<file path="src/rtl/alu_share_if.sv">
// Requester-side bus of the shared-ALU arbiter: per-requester operation
// requests going in and the shared, registered result bus coming back.
interface alu_share_if #(
  parameter int NUM_REQ = 4
);
  logic [NUM_REQ-1:0]    req_valid;
  logic [NUM_REQ-1:0]    req_ready;
  logic [16*NUM_REQ-1:0] req_a;
  logic [16*NUM_REQ-1:0] req_b;
  logic [4*NUM_REQ-1:0]  req_op;
  logic [NUM_REQ-1:0]    resp_valid;
  logic [NUM_REQ-1:0]    resp_ready;
  logic [15:0]           resp_y;
  logic [4:0]            resp_status;

  // Requesters (register file / control units) side
  modport master (
    output req_valid, req_a, req_b, req_op, resp_ready,
    input  req_ready, resp_valid, resp_y, resp_status
  );

  // Arbiter side
  modport slave (
    input  req_valid, req_a, req_b, req_op, resp_ready,
    output req_ready, resp_valid, resp_y, resp_status
  );
endinterface

</file>
<file path="src/rtl/alu_share_arbiter.sv">
// Round-robin sequencer that time-shares one combinational 16-bit ALU among
// NUM_REQ requesters. One operation in flight at a time: IDLE picks a winner,
// EXEC drives the ALU for one cycle and captures its result, RESP holds the
// result for the owner until it is consumed.
module alu_share_arbiter #(
  parameter int NUM_REQ = 4
) (
  input  logic               clk,
  input  logic               rst_n,
  alu_share_if.slave         bus,
  output logic [15:0]        alu_a,
  output logic [15:0]        alu_b,
  output logic [3:0]         alu_opcode,
  output logic               alu_enable,
  input  logic [15:0]        alu_y,
  input  logic [4:0]         alu_status,
  output logic               busy,
  output logic [15:0]        txn_count
);
  localparam int IDXW = (NUM_REQ > 1) ? $clog2(NUM_REQ) : 1;

  typedef enum logic [1:0] {
    ST_IDLE = 2'd0,
    ST_EXEC = 2'd1,
    ST_RESP = 2'd2
  } state_t;

  state_t            state_q, state_d;
  logic [IDXW-1:0]   rr_ptr_q, rr_ptr_d;
  logic [IDXW-1:0]   owner_q, owner_d;
  logic [15:0]       a_q, a_d;
  logic [15:0]       b_q, b_d;
  logic [3:0]        op_q, op_d;
  logic [15:0]       resp_y_q, resp_y_d;
  logic [4:0]        resp_status_q, resp_status_d;
  logic [15:0]       txn_count_q, txn_count_d;

  logic              found;
  logic [IDXW-1:0]   winner;
  logic [IDXW:0]     cand;
  logic [NUM_REQ-1:0] req_ready_v;
  logic [NUM_REQ-1:0] resp_valid_v;

  // Round-robin search: first valid requester starting at rr_ptr, wrapping.
  always_comb begin
    found  = 1'b0;
    winner = '0;
    cand   = '0;
    for (int k = 0; k < NUM_REQ; k++) begin
      cand = {1'b0, rr_ptr_q} + (IDXW+1)'(k);
      if (cand >= (IDXW+1)'(NUM_REQ)) cand = cand - (IDXW+1)'(NUM_REQ);
      if (!found && bus.req_valid[cand[IDXW-1:0]]) begin
        found  = 1'b1;
        winner = cand[IDXW-1:0];
      end
    end
  end

  // Next-state and datapath updates for the IDLE -> EXEC -> RESP sequence.
  always_comb begin
    state_d       = state_q;
    rr_ptr_d      = rr_ptr_q;
    owner_d       = owner_q;
    a_d           = a_q;
    b_d           = b_q;
    op_d          = op_q;
    resp_y_d      = resp_y_q;
    resp_status_d = resp_status_q;
    txn_count_d   = txn_count_q;
    unique case (state_q)
      ST_IDLE: begin
        if (found) begin
          a_d      = bus.req_a[{winner, 4'b0000} +: 16];
          b_d      = bus.req_b[{winner, 4'b0000} +: 16];
          op_d     = bus.req_op[{winner, 2'b00} +: 4];
          owner_d  = winner;
          // Winner drops to lowest priority for the next arbitration.
          rr_ptr_d = (winner == IDXW'(NUM_REQ-1)) ? '0 : winner + 1'b1;
          state_d  = ST_EXEC;
        end
      end
      ST_EXEC: begin
        resp_y_d      = alu_y;
        resp_status_d = alu_status;
        state_d       = ST_RESP;
      end
      ST_RESP: begin
        // Only the owner's consume strobe completes the transaction.
        if (bus.resp_ready[owner_q]) begin
          txn_count_d = txn_count_q + 16'd1;
          state_d     = ST_IDLE;
        end
      end
      default: state_d = ST_IDLE;
    endcase
  end

  // State and datapath registers; a reset drops any in-flight operation.
  always_ff @(posedge clk or negedge rst_n) begin
    if (!rst_n) begin
      state_q       <= ST_IDLE;
      rr_ptr_q      <= '0;
      owner_q       <= '0;
      a_q           <= '0;
      b_q           <= '0;
      op_q          <= '0;
      resp_y_q      <= '0;
      resp_status_q <= '0;
      txn_count_q   <= '0;
    end else begin
      state_q       <= state_d;
      rr_ptr_q      <= rr_ptr_d;
      owner_q       <= owner_d;
      a_q           <= a_d;
      b_q           <= b_d;
      op_q          <= op_d;
      resp_y_q      <= resp_y_d;
      resp_status_q <= resp_status_d;
      txn_count_q   <= txn_count_d;
    end
  end

  // One-hot grant (IDLE only) and one-hot result-available strobes.
  genvar gi;
  generate
    for (gi = 0; gi < NUM_REQ; gi++) begin : g_req
      assign req_ready_v[gi]  = (state_q == ST_IDLE) && found && (winner == IDXW'(gi));
      assign resp_valid_v[gi] = (state_q == ST_RESP) && (owner_q == IDXW'(gi));
    end
  endgenerate

  assign bus.req_ready   = req_ready_v;
  assign bus.resp_valid  = resp_valid_v;
  assign bus.resp_y      = resp_y_q;
  assign bus.resp_status = resp_status_q;

  // Operand registers only change on accept, which always enters EXEC,
  // so outside EXEC the ALU inputs simply hold the last operation.
  assign alu_a      = a_q;
  assign alu_b      = b_q;
  assign alu_opcode = op_q;
  assign alu_enable = (state_q == ST_EXEC);
  assign busy       = (state_q != ST_IDLE);
  assign txn_count  = txn_count_q;
endmodule

</file>
<file path="src/flat_wrapper.sv">
// flat-port wrapper written by rule: the top's interface ports become plain ports
module alu_share_arbiter_flat 
#(
  parameter int NUM_REQ = 4
)
  (clk, rst_n, alu_a, alu_b, alu_opcode, alu_enable, alu_y, alu_status, busy, txn_count, bus_req_valid, bus_req_a, bus_req_b, bus_req_op, bus_resp_ready, bus_req_ready, bus_resp_valid, bus_resp_y, bus_resp_status);
  alu_share_if #(.NUM_REQ(NUM_REQ)) bus_i ();
  input  logic clk;
  input  logic rst_n;
  output logic [15:0] alu_a;
  output logic [15:0] alu_b;
  output logic [3:0] alu_opcode;
  output logic alu_enable;
  input  logic [15:0] alu_y;
  input  logic [4:0] alu_status;
  output logic busy;
  output logic [15:0] txn_count;
  input wire logic [$bits(bus_i.req_valid)-1:0] bus_req_valid;
  input wire logic [$bits(bus_i.req_a)-1:0] bus_req_a;
  input wire logic [$bits(bus_i.req_b)-1:0] bus_req_b;
  input wire logic [$bits(bus_i.req_op)-1:0] bus_req_op;
  input wire logic [$bits(bus_i.resp_ready)-1:0] bus_resp_ready;
  output wire logic [$bits(bus_i.req_ready)-1:0] bus_req_ready;
  output wire logic [$bits(bus_i.resp_valid)-1:0] bus_resp_valid;
  output wire logic [$bits(bus_i.resp_y)-1:0] bus_resp_y;
  output wire logic [$bits(bus_i.resp_status)-1:0] bus_resp_status;
  assign bus_i.req_valid = bus_req_valid;
  assign bus_i.req_a = bus_req_a;
  assign bus_i.req_b = bus_req_b;
  assign bus_i.req_op = bus_req_op;
  assign bus_i.resp_ready = bus_resp_ready;
  assign bus_req_ready = bus_i.req_ready;
  assign bus_resp_valid = bus_i.resp_valid;
  assign bus_resp_y = bus_i.resp_y;
  assign bus_resp_status = bus_i.resp_status;
  alu_share_arbiter #(.NUM_REQ(NUM_REQ)) u_core (.clk(clk), .rst_n(rst_n), .bus(bus_i), .alu_a(alu_a), .alu_b(alu_b), .alu_opcode(alu_opcode), .alu_enable(alu_enable), .alu_y(alu_y), .alu_status(alu_status), .busy(busy), .txn_count(txn_count));
endmodule
</file>
<file path="config.mk">
export PLATFORM = sky130hd
export DESIGN_NAME = alu_share_arbiter_flat
export DESIGN_NICKNAME = d
export VERILOG_FILES = /design/src/rtl/alu_share_if.sv /design/src/rtl/alu_share_arbiter.sv /design/src/flat_wrapper.sv
export SDC_FILE = /design/constraint.sdc
export NUM_CORES = 1
export LEC_CHECK = 0
export CORE_ASPECT_RATIO = 0.6
export CORE_UTILIZATION = 43
export CTS_CLUSTER_DIAMETER = 80
export DETAILED_ROUTE_END_ITERATION = 10
export PLACE_DENSITY = 0.84
export REMOVE_ABC_BUFFERS = 1
export SLEW_MARGIN = 20
export SYNTH_ARGS = -nofsm -noshare
export SYNTH_HDL_FRONTEND = slang
export SYNTH_SLANG_ARGS = --single-unit
</file>
<file path="constraint.sdc">
create_clock -name clk -period 4.45 [get_ports clk]
set_clock_uncertainty 0.2 [all_clocks]
set_input_delay 1.1125 -clock clk [delete_from_list [all_inputs] [get_ports clk]]
set_output_delay 1.1125 -clock clk [all_outputs]
set_load 0.02 [all_outputs]
</file>
==> impl_metrics.py, run 1 <==
metrics = {
    "floorplanning": {
        "dieArea_mm2": 0.01178,
        "die_h_um": 84.47,
        "ios": 258,
        "core_mm2": 0.01078,
        "start_util_pct": 45.22,
        "num_rows": 29,
        "die_w_um": 139.4,
    },
    "timing": {
        "maxSlewHeadroom_pct": 30.20,
        "report.final.hold_viol_count": 0,
        "finalSetupViolations": 0,
        "whs_ns": 0.2759,
        "period_minus_slack_ns": 4.269,
        "grt_setup_unrepaired": "no",
        "clock.fmax_mhz": 234.2,
        "tightest_slew_ns": 1.043,
        "tns_ns": 0,
        "slew_violations": 0,
        "period_share_pct": 95.94,
    },
    "placed_design": {
        "hpwl_mm": 12.17,
        "portBuffers": 257,
        "dpl_cell_area_mm2": 0.007427,
        "place_congestion": 0.8831,
    },
    "setup_path": {
        "arrival_ns": 2.96,
        "r2r-end": "u_core.alu_b[12]",
        "critical_path_class": "primary input to output port",
        "crit_path_end_kind": "output port",
        "reg2reg_slack_ns": 2.24,
        "worstReg2RegStart": "u_core.rr_ptr_q[0]",
        "worstPathMaxFanout": 3,
        "slowest_delay_ns": 0.43,
        "ff2ff_path_depth": 4,
        "startpoint": "bus_req_valid[1]",
        "crit_path_start_kind": "primary input",
        "crit_chain": "clkdlybuf4s50_1 > or3b_1 > a21boi_0 > a211oi_2 > and2_1 > dlygate4sd2_1",
        "required_ns": 3.14,
        "slowest_stage": "clkdlybuf4s50_1",
        "timing.critical_path.to": "bus_req_ready[2]",
    },
    "routing": {
        "route.detailed.drc": 0,
        "firstDrtPassIters": 5,
        "first_iter_violations": 361,
        "vias_per_cell": 5.897,
        "num_vias": 5455,
        "ant_nets": 0,
        "wl_mm": 17.47,
        "post_drt_wl_per_cell_um": 18.89,
    },
    "finish": {
        "num-nets-final": 957,
        "drive_gt1_share_pct": 9.033,
        "multi_input_area_mm2": 0.002560,
        "most-common-layout-cells": "251 x clkdlybuf4s50_1, 80 x nand2_1, 79 x dfrtp_1",
        "layout_commonest_cell": "clkdlybuf4s50_1",
        "design_area_mm2": 0.007722,
        "post-route-util_pct": 71.66,
        "antenna_cells": 0,
        "register_area_mm2": 0.001977,
        "synthToLayoutAreaGrowth_pct": 58.46,
        "fill_cells": 820,
    },
    "cts": {
        "cts_tree": "yes",
        "clkTransAtPathRegs_ns": 0.06,
        "cts.sinks": 79,
        "cts_root_buf": "clkbuf_16",
        "cts_buffer_depth": 2,
        "clock_latency_ns": 0.33,
        "cts_buffers": 9,
        "ctsHtreeMaxLevel": 3,
    },
    "pwr": {
        "vdd_drop_max_mv": 0.3794,
        "intPower_uw": 2657,
        "share_comb_of_total_power_pct": 57.6,
        "p_clk_share_pct": 14.8,
        "switching_share_pct": 43.51,
        "total_power_uw": 4703,
        "p_per_area_mw_per_mm2": 609.0,
        "pwr-share-seq_pct": 27.6,
        "cellLeakagePower_uw": 0.003119,
        "power.switching_uw": 2046,
    },
    "logic_synthesis": {
        "synth-compound-area-share_pct": 18.36,
        "synth_mux_area_share_pct": 5.905,
        "synth-simple-area-share_pct": 24.90,
        "synthXorXnorAreaFrac_pct": 2.696,
        "netlist_area_mm2": 0.004873,
        "syn-instance-count": 554,
        "ys_seq_area_share_pct": 40.56,
        "synth_edf_count": 0,
        "synthArstFlopShare_pct": 100.0,
        "synth_top_family_by_area": "simple AND/OR/NAND/NOR gates",
        "ys_seq_elements": 79,
        "ys.flop_type": "dfrtp_1",
        "synthAdderAreaFrac_pct": 0.2567,
        "ys_warn_count": 0,
        "ys_types": 49,
        "syn_avg_cell_area_um2": 8.797,
    },
    "global_route": {
        "grt_usage_pct": 30.15,
        "first_global_vias": 5523,
        "grt_pass1_wl_mm": 28.19,
        "grt-ovfl-total": 0,
        "grt_max_degree": 80,
        "antenna_found_initial": 0,
    },
    "flow_run": {
        "maxCapViolCount": 0,
    },
    "run_status": {
        "status": "finished clean",
    },
    "min_path": {
        "hold_path.class": "flop to flop",
    },
}
[cells in the mapped netlist, drive strengths merged (4+ instances only)]
| library cell | count | area, um2 |
|---|---|---|
| nand3 | 8 | 40.04 |
| a211oi | 37 | 282.8 |
| mux2i | 4 | 40.04 |
| nand4 | 44 | 275.3 |
| xnor2 | 14 | 122.6 |
| inv | 4 | 15.01 |
| mux2 | 22 | 247.7 |
| buf | 39 | 261.5 |
| nand2 | 80 | 300.3 |
| clkbuf | 21 | 80.07 |
| nor2 | 45 | 168.9 |
| a31oi | 72 | 450.4 |
| dfrtp | 79 | 1977 |
| and2 | 6 | 37.54 |
| and3 | 37 | 231.5 |
[flip-flops by register name, indices dropped and copies added, names as in the netlist]
register                cells
u_core.rr_ptr_q             2
u_core.txn_count           16
u_core.bus.resp_status      5
u_core.state_q              2
u_core.owner_q              2
u_core.alu_b               16
u_core.alu_opcode           4
u_core.alu_a               16
u_core.bus.resp_y          16
[per-layer routing]
metal	vias up	routed length (um)	track usage (%)
met5	-	0	0
met4	0	331	9.697
li1	2488	-	-
met3	31	1500	6.560
met1	2619	7154	37.62
met2	317	8487	52.31
[power by group through the flow]
| stage | registers [uW] | logic, uW | clock network (uW) |
|---|---|---|---|
| floorplan | 1620 | 1090 | 0 |
| global placement | 1280 | 2630 | 0 |
| detailed placement | 1300 | 2690 | 0 |
| CTS | 1300 | 2700 | 717 |
| global route | 1340 | 2890 | 750 |
| finish | 1300 | 2710 | 697 |
[worst min path at each step]
stage / startpoint / endpoint / slack, ns / cells past startpoint
floorplan: u_core.owner_q[0] / u_core.owner_q[0] / 0.31 / 2
global placement: u_core.txn_count[15] / u_core.txn_count[15] / 0.26 / 1
detailed placement: u_core.txn_count[15] / u_core.txn_count[15] / 0.27 / 1
CTS: u_core.txn_count[15] / u_core.txn_count[15] / 0.28 / 1
global route: u_core.txn_count[15] / u_core.txn_count[15] / 0.28 / 1
finish: u_core.txn_count[15] / u_core.txn_count[15] / 0.28 / 1
[cell type report]
type                            count  area share (%)
Timing Repair Buffer              276           35.14
Multi-Input combinational cell    411           33.15
Sequential cell                    79           25.60
Clock buffer                        9           2.916
Tap cell                          139           2.252
Clock inverter                      7          0.7453
Inverter                            4          0.1944
[metrics by stage]
step,std cells,worst slack [ns]
floorplan,494,0.2112
global placement,909,-0.04051
detailed placement,909,-0.08392
CTS,925,0.001987
global route,925,0.07643
finish,925,0.1806
[worst max-delay path: cells and delay by family]
family                 cells  cell delay (ns)
buffers and inverters      2             0.77
AOI/OAI and AO/OA          2             0.50
and+or+nand+nor            2             0.57
[timing repair]
item / in CTS / in global routing
hold buffers: 0 / 0
gates cloned: 0 / 0
buffers inserted: 0 / 0
gates resized for setup: 2 / 3
pin swaps: 0 / 1
endpoints found under the setup margin: 2 / 2
[kinds of logic (layout without fill, tap and decap cells)]
kind of cell	count (synthesis)	in the layout
buf+inv	64	296
xor+xnor	15	15
compound gates	126	126
flops	79	79
simple gates	243	243
mux	26	26
fa+ha+maj	1	1
Note: power is estimated with default switching activity, not from simulation.
==> inputs of run 2 (changes only) <==
CORE_ASPECT_RATIO = 0.5   (was 0.6)
==> impl_metrics.py, run 2 (synthesis results as in run 1) <==
metrics = {
    "placed_design": {
        "hpwl_mm": 12.45,
        "portBuffers": 257,
        "place_congestion": 0.8650,
    },
    "timing": {
        "finalSetupViolations": 0,
        "clock.fmax_mhz": 231.1,
        "maxSlewHeadroom_pct": 44.80,
        "tightest_slew_ns": 0.8248,
        "period_minus_slack_ns": 4.327,
        "period_share_pct": 97.24,
        "grt_setup_unrepaired": "no",
        "whs_ns": 0.2695,
        "report.final.hold_viol_count": 0,
        "slew_violations": 0,
    },
    "floorplanning": {
        "start_util_pct": 44.25,
        "die_h_um": 77.28,
        "core_mm2": 0.01101,
        "ios": 258,
        "dieArea_mm2": 0.01179,
        "die_w_um": 152.6,
        "num_rows": 27,
    },
    "routing": {
        "ant_nets": 0,
        "first_iter_violations": 490,
        "firstDrtPassIters": 10,
        "dr_wl_met3_mm": 1.481,
        "post_drt_wl_per_cell_um": 19.45,
        "vias_per_cell": 5.923,
        "wl_met1_mm": 7.104,
        "wl_mm": 18.17,
        "top_layer_used": "met4",
        "wl_met2_mm": 8.988,
        "route.detailed.drc": 11,
        "num_vias": 5532,
    },
    "cts": {
        "cts_buffer_depth": 2,
        "ctsHtreeMaxLevel": 3,
        "cts_root_buf": "clkbuf_16",
        "clkTransAtPathRegs_ns": 0.07,
        "cts_tree": "yes",
        "post_cts_buffers": 0,
        "cts.sinks": 79,
        "clock_latency_ns": 0.34,
        "cts_buffers": 9,
    },
    "pwr": {
        "vdd_drop_max_mv": 0.2871,
        "cellLeakagePower_uw": 0.003141,
        "p_per_area_mw_per_mm2": 624.3,
    },
    "min_path": {
        "hold_path.class": "flop to flop",
    },
    "run_status": {
        "violations": "design-rule violations",
        "status": "finished, violations left",
    },
    "setup_path": {
        "arrival_ns": 3.01,
        "critical_path_class": "primary input to output port",
        "crit_path_end_kind": "output port",
        "reg2reg_slack_ns": 1.87,
        "slowest_stage": "clkdlybuf4s50_1",
        "crit_chain": "clkdlybuf4s50_1 > or3b_1 > a21boi_1 > a211oi_2 > and2b_1 > dlygate4sd2_1",
        "required_ns": 3.14,
        "slowest_delay_ns": 0.48,
        "worstPathMaxFanout": 4,
        "crit_path_start_kind": "primary input",
    },
    "finish": {
        "layout_commonest_cell": "clkdlybuf4s50_1",
        "num-nets-final": 960,
        "post-route-util_pct": 70.73,
        "synthToLayoutAreaGrowth_pct": 59.85,
        "most-common-layout-cells": "251 x clkdlybuf4s50_1, 80 x nand2_1, 79 x dfrtp_1",
        "antenna_cells": 0,
        "drive_gt1_share_pct": 9.252,
    },
    "global_route": {
        "first_global_vias": 5609,
        "grt_usage_pct": 31.18,
        "grt_pass1_wl_mm": 29.21,
        "grt-ovfl-total": 0,
        "grt_max_degree": 80,
        "antenna_found_initial": 0,
    },
    "flow_run": {
        "maxCapViolCount": 0,
    },
}
[run 2: metal layers]
metal  track usage (%)  vias to the layer above
li1                  -                     2501
met1             38.51                     2626
met2             53.09                      341
met3             5.936                       64
met4             14.75                        0
met5                 0                        -
[run 2: path summary, 6_finish.rpt]
path                       depth (start not counted)              endpoint            startpoint
max reg2reg                                        5      u_core.alu_a[12]    u_core.rr_ptr_q[1]
min in group asynchronous                          1     u_core.owner_q[0]                 rst_n
min                                                1  u_core.txn_count[15]  u_core.txn_count[15]
max in group asynchronous                          1      u_core.alu_a[13]                 rst_n
max                                                6      bus_req_ready[3]      bus_req_valid[1]
min reg2reg                                        1  u_core.txn_count[15]  u_core.txn_count[15]
[run 2: area by class of cell]
class,count,area [um2]
fill,864,3223
timing repair buffer,279,2733
multi-input combinational,411,2561
sequential,79,1977
clock buffer,10,229.0
tap,145,181.4
clock inverter,6,93.84
inverter,4,15.01
[run 2: worst max-delay path, delay by kind of cell]
kind	cells	cell delay, ns
AO/OA/AOI/OAI	2	0.48
buffers and inverters	2	0.81
AND/OR/NAND/NOR	2	0.60
[run 2: power breakdown]
part,switching (uW),internal (uW)
clock network,316,496
registers,254,1040
logic,1500,1250
total,2070,2790
[run 2: timing repair]
action | CTS | global route
resized for setup | 3 | 2
hold buffers | 0 | 0
setup endpoints to repair | 3 | 1
[run 2: through the flow]
step | instances | power [uW] | TNS, ns | setup slack, ns | area (um2)
2_1_floorplan | 494 | 2710 | 0 | 0.2112 | 4532
3_5_place_dp | 918 | 4042 | -0.2945 | -0.1476 | 7465
3_3_place_gp | 918 | 3953 | -0.2072 | -0.1017 | 7457
4_1_cts | 934 | 4850 | 0 | 0.01780 | 7784
5_1_grt | 934 | 5123 | 0 | 0.02957 | 7790
6_report | 934 | 4863 | 0 | 0.1227 | 7790
